===== config.mk =====
export PLATFORM = sky130hd
export DESIGN_NAME = fetch_mem_arbiter
export DESIGN_NICKNAME = d
export VERILOG_FILES = /design/src/rtl/fetch_mem_arbiter.sv
export SDC_FILE = /design/constraint.sdc
export NUM_CORES = 1
export LEC_CHECK = 0
export BUFFER_PORTS_ARGS = -buffer_cell sky130_fd_sc_hd__buf_2
export CAP_MARGIN = 20
export CORE_MARGIN = 2
export CORE_UTILIZATION = 42
export DETAILED_ROUTE_END_ITERATION = 8
export MAX_ROUTING_LAYER = met4
export PLACE_DENSITY = 0.76
export RECOVER_POWER = 50
export SLEW_MARGIN = 20
export SYNTH_ARGS = -nofsm -noshare
export SYNTH_HDL_FRONTEND = slang
export SYNTH_SLANG_ARGS = --single-unit

===== constraint.sdc =====
create_clock -name clk -period 1.7 [get_ports clk]
set_input_delay 0.17 -clock clk [delete_from_list [all_inputs] [get_ports clk]]
set_output_delay 0.17 -clock clk [all_outputs]
set_load 0.02 [all_outputs]

===== src/rtl/fetch_mem_arbiter.sv =====
// Arbiter sharing one single-ported, fixed-latency SRAM between instruction
// fetch (IF) and load/store (MEM). Each access is IDLE -> BUSY (WAIT_CYCLES+1
// cycles) -> RESP (one-cycle ready pulse). MEM wins ties unless IF has lost
// MAX_STARVE consecutive ties, in which case IF wins the next one.
module fetch_mem_arbiter #(
    parameter int ADDR_W      = 16,
    parameter int WAIT_CYCLES = 2,
    parameter int MAX_STARVE  = 4
) (
    input  logic              clk,
    input  logic              rst,
    input  logic              if_req,
    input  logic [31:0]       if_addr,
    output logic [31:0]       if_inst,
    output logic              if_ready,
    output logic              if_freeze,
    input  logic              mem_rd,
    input  logic              mem_wr,
    input  logic [31:0]       mem_addr,
    input  logic [31:0]       mem_wdata,
    output logic [31:0]       mem_rdata,
    output logic              mem_ready,
    output logic              mem_freeze,
    output logic              sram_en,
    output logic              sram_we,
    output logic [ADDR_W-1:0] sram_addr,
    output logic [31:0]       sram_wdata,
    input  logic [31:0]       sram_rdata,
    output logic              busy
);
    localparam logic [1:0] S_IDLE = 2'd0;
    localparam logic [1:0] S_BUSY = 2'd1;
    localparam logic [1:0] S_RESP = 2'd2;

    localparam int               CNT_W    = $clog2(WAIT_CYCLES + 2);
    localparam logic [CNT_W-1:0] CNT_LAST = CNT_W'(WAIT_CYCLES);
    localparam int               STV_W    = $clog2(MAX_STARVE + 2);
    localparam logic [STV_W-1:0] STV_MAX  = STV_W'(MAX_STARVE);
    localparam bit               STV_EN   = (MAX_STARVE != 0);

    logic [1:0]        r_state;
    logic [CNT_W-1:0]  r_cnt;
    logic [STV_W-1:0]  r_starve;
    logic              r_win_mem;   // latched winner: 1 = MEM, 0 = IF
    logic              r_mem_load;  // MEM winner is a pure load (rdata captured)
    logic              r_sram_en;
    logic              r_sram_we;
    logic [ADDR_W-1:0] r_sram_addr;
    logic [31:0]       r_sram_wdata;
    logic [31:0]       r_if_inst;
    logic [31:0]       r_mem_rdata;
    logic              r_if_ready;
    logic              r_mem_ready;
    logic              r_busy;

    logic w_if_act;
    logic w_mem_act;
    logic w_both;
    logic w_grant_if;
    logic w_unused_addr_bits;

    assign w_if_act   = if_req;
    assign w_mem_act  = mem_rd | mem_wr;
    assign w_both     = w_if_act & w_mem_act;
    // IF wins when alone, or on a tie once it has been starved long enough
    assign w_grant_if = w_if_act & (~w_mem_act | (STV_EN && (r_starve == STV_MAX)));

    // Byte-offset and out-of-range address bits never reach the SRAM
    assign w_unused_addr_bits = ^{if_addr[31:ADDR_W+2], if_addr[1:0],
                                  mem_addr[31:ADDR_W+2], mem_addr[1:0]};

    // Access sequencer: grant and latch in IDLE, count wait states, pulse ready
    always_ff @(posedge clk or negedge rst) begin
        if (!rst) begin
            r_state      <= S_IDLE;
            r_cnt        <= '0;
            r_starve     <= '0;
            r_win_mem    <= 1'b0;
            r_mem_load   <= 1'b0;
            r_sram_en    <= 1'b0;
            r_sram_we    <= 1'b0;
            r_sram_addr  <= '0;
            r_sram_wdata <= '0;
            r_if_inst    <= '0;
            r_mem_rdata  <= '0;
            r_if_ready   <= 1'b0;
            r_mem_ready  <= 1'b0;
            r_busy       <= 1'b0;
        end else begin
            case (r_state)
                S_IDLE: begin
                    if (w_if_act | w_mem_act) begin
                        r_state      <= S_BUSY;
                        r_busy       <= 1'b1;
                        r_sram_en    <= 1'b1;
                        r_cnt        <= '0;
                        r_win_mem    <= ~w_grant_if;
                        r_sram_addr  <= w_grant_if ? if_addr[ADDR_W+1:2] : mem_addr[ADDR_W+1:2];
                        r_sram_we    <= ~w_grant_if & mem_wr;
                        r_sram_wdata <= mem_wdata;
                        // A simultaneous rd+wr is treated as a store only
                        r_mem_load   <= ~w_grant_if & mem_rd & ~mem_wr;
                        if (w_grant_if) begin
                            r_starve <= '0;
                        end else if (w_both && (r_starve != STV_MAX)) begin
                            r_starve <= r_starve + 1'b1;
                        end
                    end
                end
                S_BUSY: begin
                    r_cnt <= r_cnt + 1'b1;
                    if (r_cnt == CNT_LAST) begin
                        if (!r_win_mem) begin
                            r_if_inst <= sram_rdata;
                        end else if (r_mem_load) begin
                            r_mem_rdata <= sram_rdata;
                        end
                        r_state     <= S_RESP;
                        r_sram_en   <= 1'b0;
                        r_sram_we   <= 1'b0;
                        r_if_ready  <= ~r_win_mem;
                        r_mem_ready <= r_win_mem;
                    end
                end
                S_RESP: begin
                    r_state     <= S_IDLE;
                    r_busy      <= 1'b0;
                    r_if_ready  <= 1'b0;
                    r_mem_ready <= 1'b0;
                end
                default: begin
                    r_state     <= S_IDLE;
                    r_busy      <= 1'b0;
                    r_sram_en   <= 1'b0;
                    r_sram_we   <= 1'b0;
                    r_if_ready  <= 1'b0;
                    r_mem_ready <= 1'b0;
                end
            endcase
        end
    end

    assign sram_en    = r_sram_en;
    assign sram_we    = r_sram_we;
    assign sram_addr  = r_sram_addr;
    assign sram_wdata = r_sram_wdata;
    assign if_inst    = r_if_inst;
    assign mem_rdata  = r_mem_rdata;
    assign if_ready   = r_if_ready;
    assign mem_ready  = r_mem_ready;
    assign busy       = r_busy;
    assign if_freeze  = if_req & ~r_if_ready;
    assign mem_freeze = (mem_rd | mem_wr) & ~r_mem_ready;

endmodule


# Word level (Yosys, flattened, before mapping)
# Cells that the tools add are included.
[totals]
rom_bits = 0
ram_bits = 0
reg_bits = 126
n_memories = 0
elab_cells = 73
latchBits = 0
input_bits = 133
output_inout_bits = 119
[classes]
n_div = 0
n_eq_ne = 7
reduce_logical = 13
mul = 0
n_lt_le_gt_ge = 0
shifts = 0
muxes = 18
n_bitwise = 19
addsub = 2
[op_table]
columns = ["op", "count"]
rows = [
  ["$mux W16", 1],
  ["$reduce_and A2 Y1", 5],
  ["$not A1 Y1", 9],
  ["$reduce_and A3 Y1", 3],
  ["$pmux W2 S2", 2],
  ["$and A1 B1 Y1", 7],
  ["$mux W2", 3],
  ["$mux W3", 2],
  ["$pmux W1 S2", 3],
  ["$pmux W1 S3", 2],
  ["$mux W1", 5],
  ["$eq A2 B2 Y1 const B", 2],
  ["$ne A2 B2 Y1 const B", 2],
  ["$reduce_and A4 Y1", 1],
  ["$reduce_bool A2 Y1", 2],
  ["$add A3 B1 Y3 const B", 1],
  ["$eq A3 B3 Y1 const B", 1],
  ["$ne A3 B3 Y1 const B", 1],
  ["$or A1 B1 Y1", 3],
  ["$add A2 B1 Y2 const B", 1],
  ["$eq A2 B1 Y1 const B", 1],
  ["$logic_not A2 Y1", 1],
  ["$logic_and A1 B1 Y1", 1],
]

# Longest topological paths before layout
# Gate-level depths: netlist (run 1).
[depth]
ltp_word = 8
depth_mapped = 7
ltp_nobuf = 5

# Worst setup path after synthesis (run 1)
# Ideal clock, no wire load.
[synth_path]
kind = "reg2reg"
from = "register r_cnt[0]"
to = "register r_if_inst[0] (netlist: if_inst[0])"
n_path_buf = 2
setup_time_ps = 125
t_required_ps = 1575
slack_ps = 7
period_less_slack_ps = 1693
stages_incl_launch_ff = 8
arrival_time_ps = 1568
cell_sequence = "dfrtp_1 inv_1 ha_1 and3b_1 nor2b_1 buf_2 buf_6 mux2_4"
[synth_between]
elab_chain_cells = 2
[synth_rtl]
columns = ["item", "line_no", "rtl"]
rows = [
  ["from (decl)", "42", "logic [CNT_W-1:0] r_cnt;"],
  ["from (signal assigned)", "111", "r_cnt <= r_cnt + 1'b1;"],
  ["$eq A2 B2 Y1", "112", "if (r_cnt == CNT_LAST) begin"],
  ["$reduce_and A3 Y1 (no line)", "-", ""],
  ["to (signal assigned)", "114", "r_if_inst <= sram_rdata;"],
  ["to (decl)", "50", "logic [31:0] r_if_inst;"],
]
# No other way between the ends.
# A chain may end at the register's enable or synchronous reset.

# Worst setup path after layout (run 1)
[layout_path]
from = "register r_cnt[0]"
to = "register r_if_inst[3] (netlist: if_inst[3])"
# The elaborated chain is that of the path after synthesis.

==> metrics.md, run 1 <==
| Metric | Value |
|---|---|
| Starting density of the core | 42.5% |
| Kind of critical path | register to register |
| Compound-Gate Fraction of Synth Area | 7.33% |
| Synth top cells by count | dfrtp_1 (126), mux2_4 (60), mux2_2 (36), o21ai_0 (20), a21oi_1 (18) |
| GPL Wtd Cong | ~0.85 |
| Vias in the first global route | between 4000 and 5000 |
| Fillers | between 800 and 900 |
| Drc violations | 0 |
| Site Rows | between 40 and 50 |
| Largest net degree at the start of global routing | 51 |
| Reg clk slew, reported paths | 0.06 ns |
| Part of the power in registers | 33.0% |
| Post-Synthesis Net Count | 496 |
| Clk pwr share | 23.9% |
| Area contributors post-synth | dfrtp_1 (60%), mux2_4 (17%), mux2_2 (7.7%), a31oi_1 (1.9%), o21ai_0 (1.9%) |
| Overall Power | between 15 and 20 mW |
| Setup Viol. Count Final | 0 |
| PD cells | 2010 nW/um2 |
| Ys Warns | 0 |
| MaxCap Viol Count | 0 |
| Fmax | roughly 0.60 GHz |
| Share of cells above drive strength 1 | 56.5% |
| Adder-Cell Fraction of Synth Area | 0.709% |
| Clk_skew | 0.0105 ns |
| Core area | 12500 um2 |
| Post-Synth XOR/XNOR Area | 0% |
| Final setup margin | approximately 0.033 ns |
| Number of synthesized register bits | ~130 |
| All-Layer GR Usage | 21.8% |
| Sw Pwr | 5.86 mW |
| Max-slew headroom | a little over half |
| Final Hold Vio Count | 0 |
| IO Port Bufs | roughly 220 |
| CTS tree | yes |
| WP data required | between 1.5 and 2 ns |
| Area share of the largest cell type after synthesis | 59.5% |
| Multi-input logic area | between 1500 and 2000 um2 |
| Reg area | about 3200 um2 |
| Number of flops mapped to enable cells by yosys | 0 |
| Maximum VDD drop | around 990 uV |
| Top FF cell, synth | dfrtp_1 |
| Synth Instances | 360 |
| Nets@finish | 797 |
| Worst-path maximum fanout | 7 |
| Layout area overhead | 51.6% |
| Sequential fraction of the synthesis area | between 50% and 60% |
| Clk root buf | clkbuf_16 |
| Share of synthesized registers carrying an async set or reset | 100% |
| Clk buf depth | 2 |
| RSZ-0062 raised after global routing | true |
| Largest family of logic cells by synthesized area | multiplexers |
| Die footprint | 13500 um2 |
| Non-filler cells, final | about 850 |
| Worst Hold Class | input port to register |
| Die height | between 100 and 150 um |
| Worst-Margin Slew | 0.712 ns |
| Crit path DAT | roughly 2.0 ns |
| Top-count cell post-synth | dfrtp_1 |
| Leakage | 3.92 nW |
| Detailed router's first-iteration violation count | about 250 |
| ANT cells | 0 |
| Placement Setup Slack | -0.0661 ns |
| Setup TNS | 0 ns |
| DR pass1 iterations | 4 |
| Antenna viol nets, final | 0 |
| Critical Path Source Type | register |
| Post-synthesis mux area share | between 20% and 30% |
| # clock sinks | approximately 130 |
| Mean Syn Cell Area | between 10 and 15 um2 |
| Num ports | between 200 and 300 |
| Vias | a little over 4000 |
| Congestion Overflow GR | 0 |
| Pint | about 10 mW |
| Wire per inst | approximately 17 um |
| Total wire length | ~14000 um |
| First-pass GRT wire length | 21700 um |
| Status | complete, no violations |
| Final min period | about 1.7 ns |
| Detail Placement HPWL | about 9200 um |
| Gate power share | around 43% |
| Tcrit/Tclk final | a little over nine tenths |
| Worst Setup End Kind | register |
| Synthesized area | 5300 um2 |
| Netlist cell types | 33 |
| Clock latency on the worst-skew pair | approximately 0.42 ns |
| Placed Cells | 747 |
| CTS buffer count | 17 |
| Sw frac | roughly 36% |
| DR vias/cell | between 4 and 5 |
| Antenna violations before repair | 0 |
| Post-Synth Simple-Gate Area | ~4.1% |
| Yosys top cell by area | dfrtp_1 |
| Final Slew Violations | 0 |
| Die W | between 100 and 150 um |
| H-tree depth | 4 |
## registers in the layout, indices dropped and copies added (netlist names)
| register | count |
|---|---|
| if_inst | 32 |
| mem_rdata | 32 |
| sram_wdata | 32 |
| sram_addr | 16 |
| r_starve | 3 |
| r_cnt | 2 |
| r_state | 2 |
| busy | 1 |
| if_ready | 1 |
| mem_ready | 1 |
| r_mem_load | 1 |
| r_win_mem | 1 |
| sram_en | 1 |
| sram_we | 1 |
## worst max-delay path: stages, from the launching register on
cell,delay [ns]
dfrtp_1,0.39
inv_2,0.08
ha_4,0.12
and3b_2,0.19
nor2b_4,0.16
buf_12,0.14
buf_6,0.15
mux2_4,0.31
## power groups by stage
stage / Combinational [mW] / Sequential (mW) / Clock, mW
2_1_floorplan: 2.78 / 6.77 / 0
3_3_place_gp: 6.44 / 5.18 / 0
3_5_place_dp: 6.59 / 5.27 / 0
4_1_cts: 6.85 / 5.27 / 3.92
5_1_grt: 7.42 / 5.47 / 4.07
6_report: 6.94 / 5.31 / 3.85
## worst paths after layout
path,cells past startpoint,end,from,slack [ns]
max,7,if_inst[3],r_cnt[0],0.03
min,3,sram_addr[4],mem_addr[6],0.02
max reg2reg,7,if_inst[3],r_cnt[0],0.03
min reg2reg,2,sram_en,sram_en,0.49
max in group asynchronous,3,if_inst[3],rst,0.34
min in group asynchronous,2,if_inst[18],rst,0.35
## area by class of cell
class | count | share of cell area [%]
Multi-Input combinational cell | 204 | 24.9
Inverter | 6 | 0.281
Clock buffer | 22 | 5.91
Sequential cell | 126 | 39.3
Tap cell | 172 | 2.68
Timing Repair Buffer | 306 | 25.0
Clock inverter | 10 | 2.00
## per-layer routing
metal  global-route usage [%]  wire length [um]
met1                     24.0              5470
met2                     36.7              7510
met3                     6.02               998
met4                     10.1               272
met5                        -                 0
## through the flow
stage          hold slack, ns  instance area (um2)  utilization [%]
4_1_cts              0.000147                 7990             64.1
6_report               0.0235                 8030             64.4
3_3_place_gp            0.116                 6680             53.6
5_1_grt                0.0117                 8030             64.4
2_1_floorplan          -0.126                 5300                -
3_5_place_dp            0.118                 6680             53.6
## kinds of logic (layout without fill, tap and decap cells)
kind of cell | after synthesis | count (layout)
buf+inv | 30 | 344
mux | 97 | 97
fa+ha+maj | 3 | 3
simple gates | 40 | 40
flops | 126 | 126
compound gates | 64 | 64
## layout by cell type (no fill, tap or decap), types with 2 or more instances in the layout
cell type      netlist  routed
a21oi_1             18      18
a22o_1               2       2
a31oi_1             16      16
a32o_1               2       2
buf_12               0       7
buf_2                9     218
buf_4                1      16
bufinv_16            0       4
clkbuf_1             6       2
clkbuf_16            0      18
clkbuf_2             1       2
clkbuf_8             0       3
clkinv_2             0       3
clkinv_4             0       2
dfrtp_1            126     126
dlygate4sd3_1        0      60
ha_1                 3       2
inv_1                6       5
mux2_2              36      34
mux2_4              60      62
nand2_1              7       7
nand2b_1             2       2
nand3_1             17      17
nor2_1               5       5
o21ai_0             20      20
## timing repair
action	CTS	global route
endpoints found under the setup margin	39	62
pin swaps	1	0
buffers inserted	3	3
hold buffers	60	0
cloned	1	1
hold endpoints to repair	106	0
gates resized for setup	5	6
No activity file was read; power rests on OpenSTA's default activity.
==> inputs of run 2 (changes only) <==
--- a/config.mk
+++ b/config.mk
@@ -13,6 +13,7 @@
 export MAX_ROUTING_LAYER = met4
 export PLACE_DENSITY = 0.76
 export RECOVER_POWER = 50
+export REMOVE_ABC_BUFFERS = 1
 export SLEW_MARGIN = 20
 export SYNTH_ARGS = -nofsm -noshare
 export SYNTH_HDL_FRONTEND = slang
==> metrics.md, run 2 (synthesis results as in run 1) <==
| Metric | Value |
|---|---|
| Status | complete, no violations (unchanged) |
| Worst Hold Class | input port to register (unchanged) |
| Wire per inst | 17.4 um (was 16.9 um) |
| Critical Path Source Type | register (unchanged) |
| Fin area | 8020 um2 (was 8030 um2) |
| Worst R2R Path Depth | 6 (was 7) |
| Setup slack, reg-to-reg | 0.003 ns (was 0.03 ns) |
| WP data required | 1.99 ns (about the same) |
| Worst-path maximum fanout | 9 (was 7) |
| Congestion Overflow GR | 0 (unchanged) |
| Num ports | 252 (unchanged) |
| Total wire length | 14700 um (was 14300 um) |
| DR vias/cell | 4.96 (was 4.89) |
| DR pass1 iterations | 5 (was 4) |
| Clock latency on the worst-skew pair | 0.41 ns (was 0.42 ns) |
| H-tree depth | 4 (unchanged) |
| Clk root buf | clkbuf_16 (unchanged) |
| Clk buf depth | 2 (unchanged) |
| Hold slack | 0.0236 ns (was 0.0235 ns) |
| Hold endpoint | mem_rdata[13] (was sram_addr[4]) |
| Placement Setup Slack | -0.0505 ns (was -0.0661 ns) |
| Maximum VDD drop | 884 uV (was 990 uV) |
| Largest net degree at the start of global routing | 48 (was 51) |
| Setup TNS | 0 ns (unchanged) |
| GPL Wtd Cong | 0.770 (was 0.847) |
| IO Port Bufs | 219 (unchanged) |
| CTS buffer count | 17 (unchanged) |
| Die height | 116 um (unchanged) |
| Leakage | 3.92 nW (about the same) |
| Final setup margin | 0.00262 ns (was 0.0335 ns) |
| Worst-Margin Slew | 0.767 ns (was 0.712 ns) |
| Final Slew Violations | 0 (unchanged) |
| Drc violations | 0 (unchanged) |
| MaxCap Viol Count | 0 (unchanged) |
| Clk pwr share | 24.6% (was 23.9%) |
| Site Rows | 41 (unchanged) |
| Sw Pwr | 5.91 mW (was 5.86 mW) |
| Setup Viol. Count Final | 0 (unchanged) |
| Max-slew headroom | 48.8% (was 52.5%) |
| R2R Path End | mem_rdata[27] (was if_inst[3]) |
| Antenna violations before repair | 0 (unchanged) |
| Antenna viol nets, final | 0 (unchanged) |
| CTS tree | yes (unchanged) |
| Detail Placement HPWL | 9000 um (was 9180 um) |
| DP Area | 6720 um2 (was 6680 um2) |
| Share of cells above drive strength 1 | 56.8% (was 56.5%) |
| Worst Setup End Kind | register (unchanged) |
| Kind of critical path | register to register (unchanged) |
| Final min period | 1.70 ns (was 1.67 ns) |
| RSZ-0062 raised after global routing | true (unchanged) |
| Reg clk slew, reported paths | 0.05 ns (was 0.06 ns) |
| PD cells | 2030 nW/um2 (was 2010 nW/um2) |
| Vias | 4183 (was 4137) |
| Starting density of the core | 42.5% (unchanged) |
| Vias in the first global route | 4329 (was 4317) |
| Hold Path Cell Cnt | 2 (was 3) |
| Tcrit/Tclk final | 99.8% (was 98.0%) |
| Gate power share | 42.9% (was 43.1%) |
| Die footprint | 13500 um2 (unchanged) |
| Layout area overhead | 51.4% (was 51.6%) |
| Overall Power | 16.3 mW (was 16.1 mW) |
| Hold_sp | sram_rdata[13] (was mem_addr[6]) |
| Nets@finish | 795 (was 797) |
| Reg2reg start | r_cnt[0] (unchanged) |
| Detailed router's first-iteration violation count | 301 (was 248) |
| # clock sinks | 126 (unchanged) |
| Crit path DAT | 1.98 ns (was 1.96 ns) |
| Final Hold Vio Count | 0 (unchanged) |
| First-pass GRT wire length | 22400 um (was 21700 um) |
| Part of the power in registers | 32.5% (was 33.0%) |
| Fillers | 905 (was 883) |
| Sw frac | 36.4% (about the same) |
| All-Layer GR Usage | 22.4% (was 21.8%) |
| Clk_skew | 0.00961 ns (was 0.0105 ns) |
| Leading cell type in the layout, fill and taps excluded | buf_2 (unchanged) |
| Core area | 12500 um2 (unchanged) |
| Die W | 116 um (unchanged) |
| ANT cells | 0 (unchanged) |
| Most frequent cells in the layout | buf_2 (218), dfrtp_1 (126), mux2_4 (63) (was buf_2 (218), dfrtp_1 (126), mux2_4 (62)) |
| Fmax | 0.589 GHz (was 0.600 GHz) |
| Pint | 10.3 mW (was 10.2 mW) |
## run 2: worst max path at each step
| stage | start | endpoint | slack (ns) | cells after the start |
|---|---|---|---|---|
| floorplan | r_cnt[0] | if_inst[18] | -1.95 | 5 |
| global placement | r_cnt[0] | if_inst[30] | 0.008 | 6 |
| finish | r_cnt[0] | mem_rdata[27] | 0.003 | 6 |
| detailed placement | r_cnt[0] | if_inst[8] | -0.05 | 6 |
| global route | r_cnt[0] | mem_rdata[22] | -0.05 | 6 |
| CTS | r_cnt[0] | if_inst[30] | -0.0004 | 7 |
## run 2: cell type report
cell class	count	area, um2	area share (%)
flip-flops and latches	126	3150	39.3
multi-input cells	204	2000	24.9
repair buffers	304	1980	24.7
clock buffers	22	464	5.79
well taps	172	215	2.68
clock inverters	10	185	2.31
inverters	6	22.5	0.281
## run 2: per-layer routing
metal | part of all wire (%) | vias to the layer above | global-route usage [%]
li1 | - | 1893 | -
met1 | 41 | 2038 | 26.6
met2 | 50 | 229 | 36.4
met3 | 7.7 | 23 | 6.49
met4 | 1.7 | 0 | 8.02
met5 | 0 | - | -
## run 2: stage by stage
| step | util [%] | std cells |
|---|---|---|
| after floorplan | - | 336 |
| after global placement | 53.9 | 750 |
| after detailed placement | 53.9 | 750 |
| after CTS | 64.5 | 845 |
| after global routing | 64.3 | 844 |
| final | 64.3 | 844 |
## run 2: power by group through the flow
stage	logic, mW	clock network (mW)	registers (mW)
4_1_cts	6.96	4.05	5.25
3_5_place_dp	6.66	0	5.23
2_1_floorplan	2.66	0	6.81
5_1_grt	7.47	4.21	5.44
3_3_place_gp	6.52	0	5.15
6_report	6.98	3.99	5.28
## run 2: critical path, cell delays in order (launching register included)
cell	delay [ns]
dfrtp_1	0.39
inv_2	0.08
ha_4	0.13
and3b_2	0.19
and3_4	0.30
buf_12	0.17
mux2_4	0.31
## run 2: what timing repair did
action / CTS / global route
pin swaps: 2 / 0
resized for setup: 7 / 8
setup endpoints to repair: 51 / 64
gates cloned: 2 / 0
hold buffers: 54 / 0
setup buffers: 7 / 0
endpoints found under the hold margin: 86 / 0
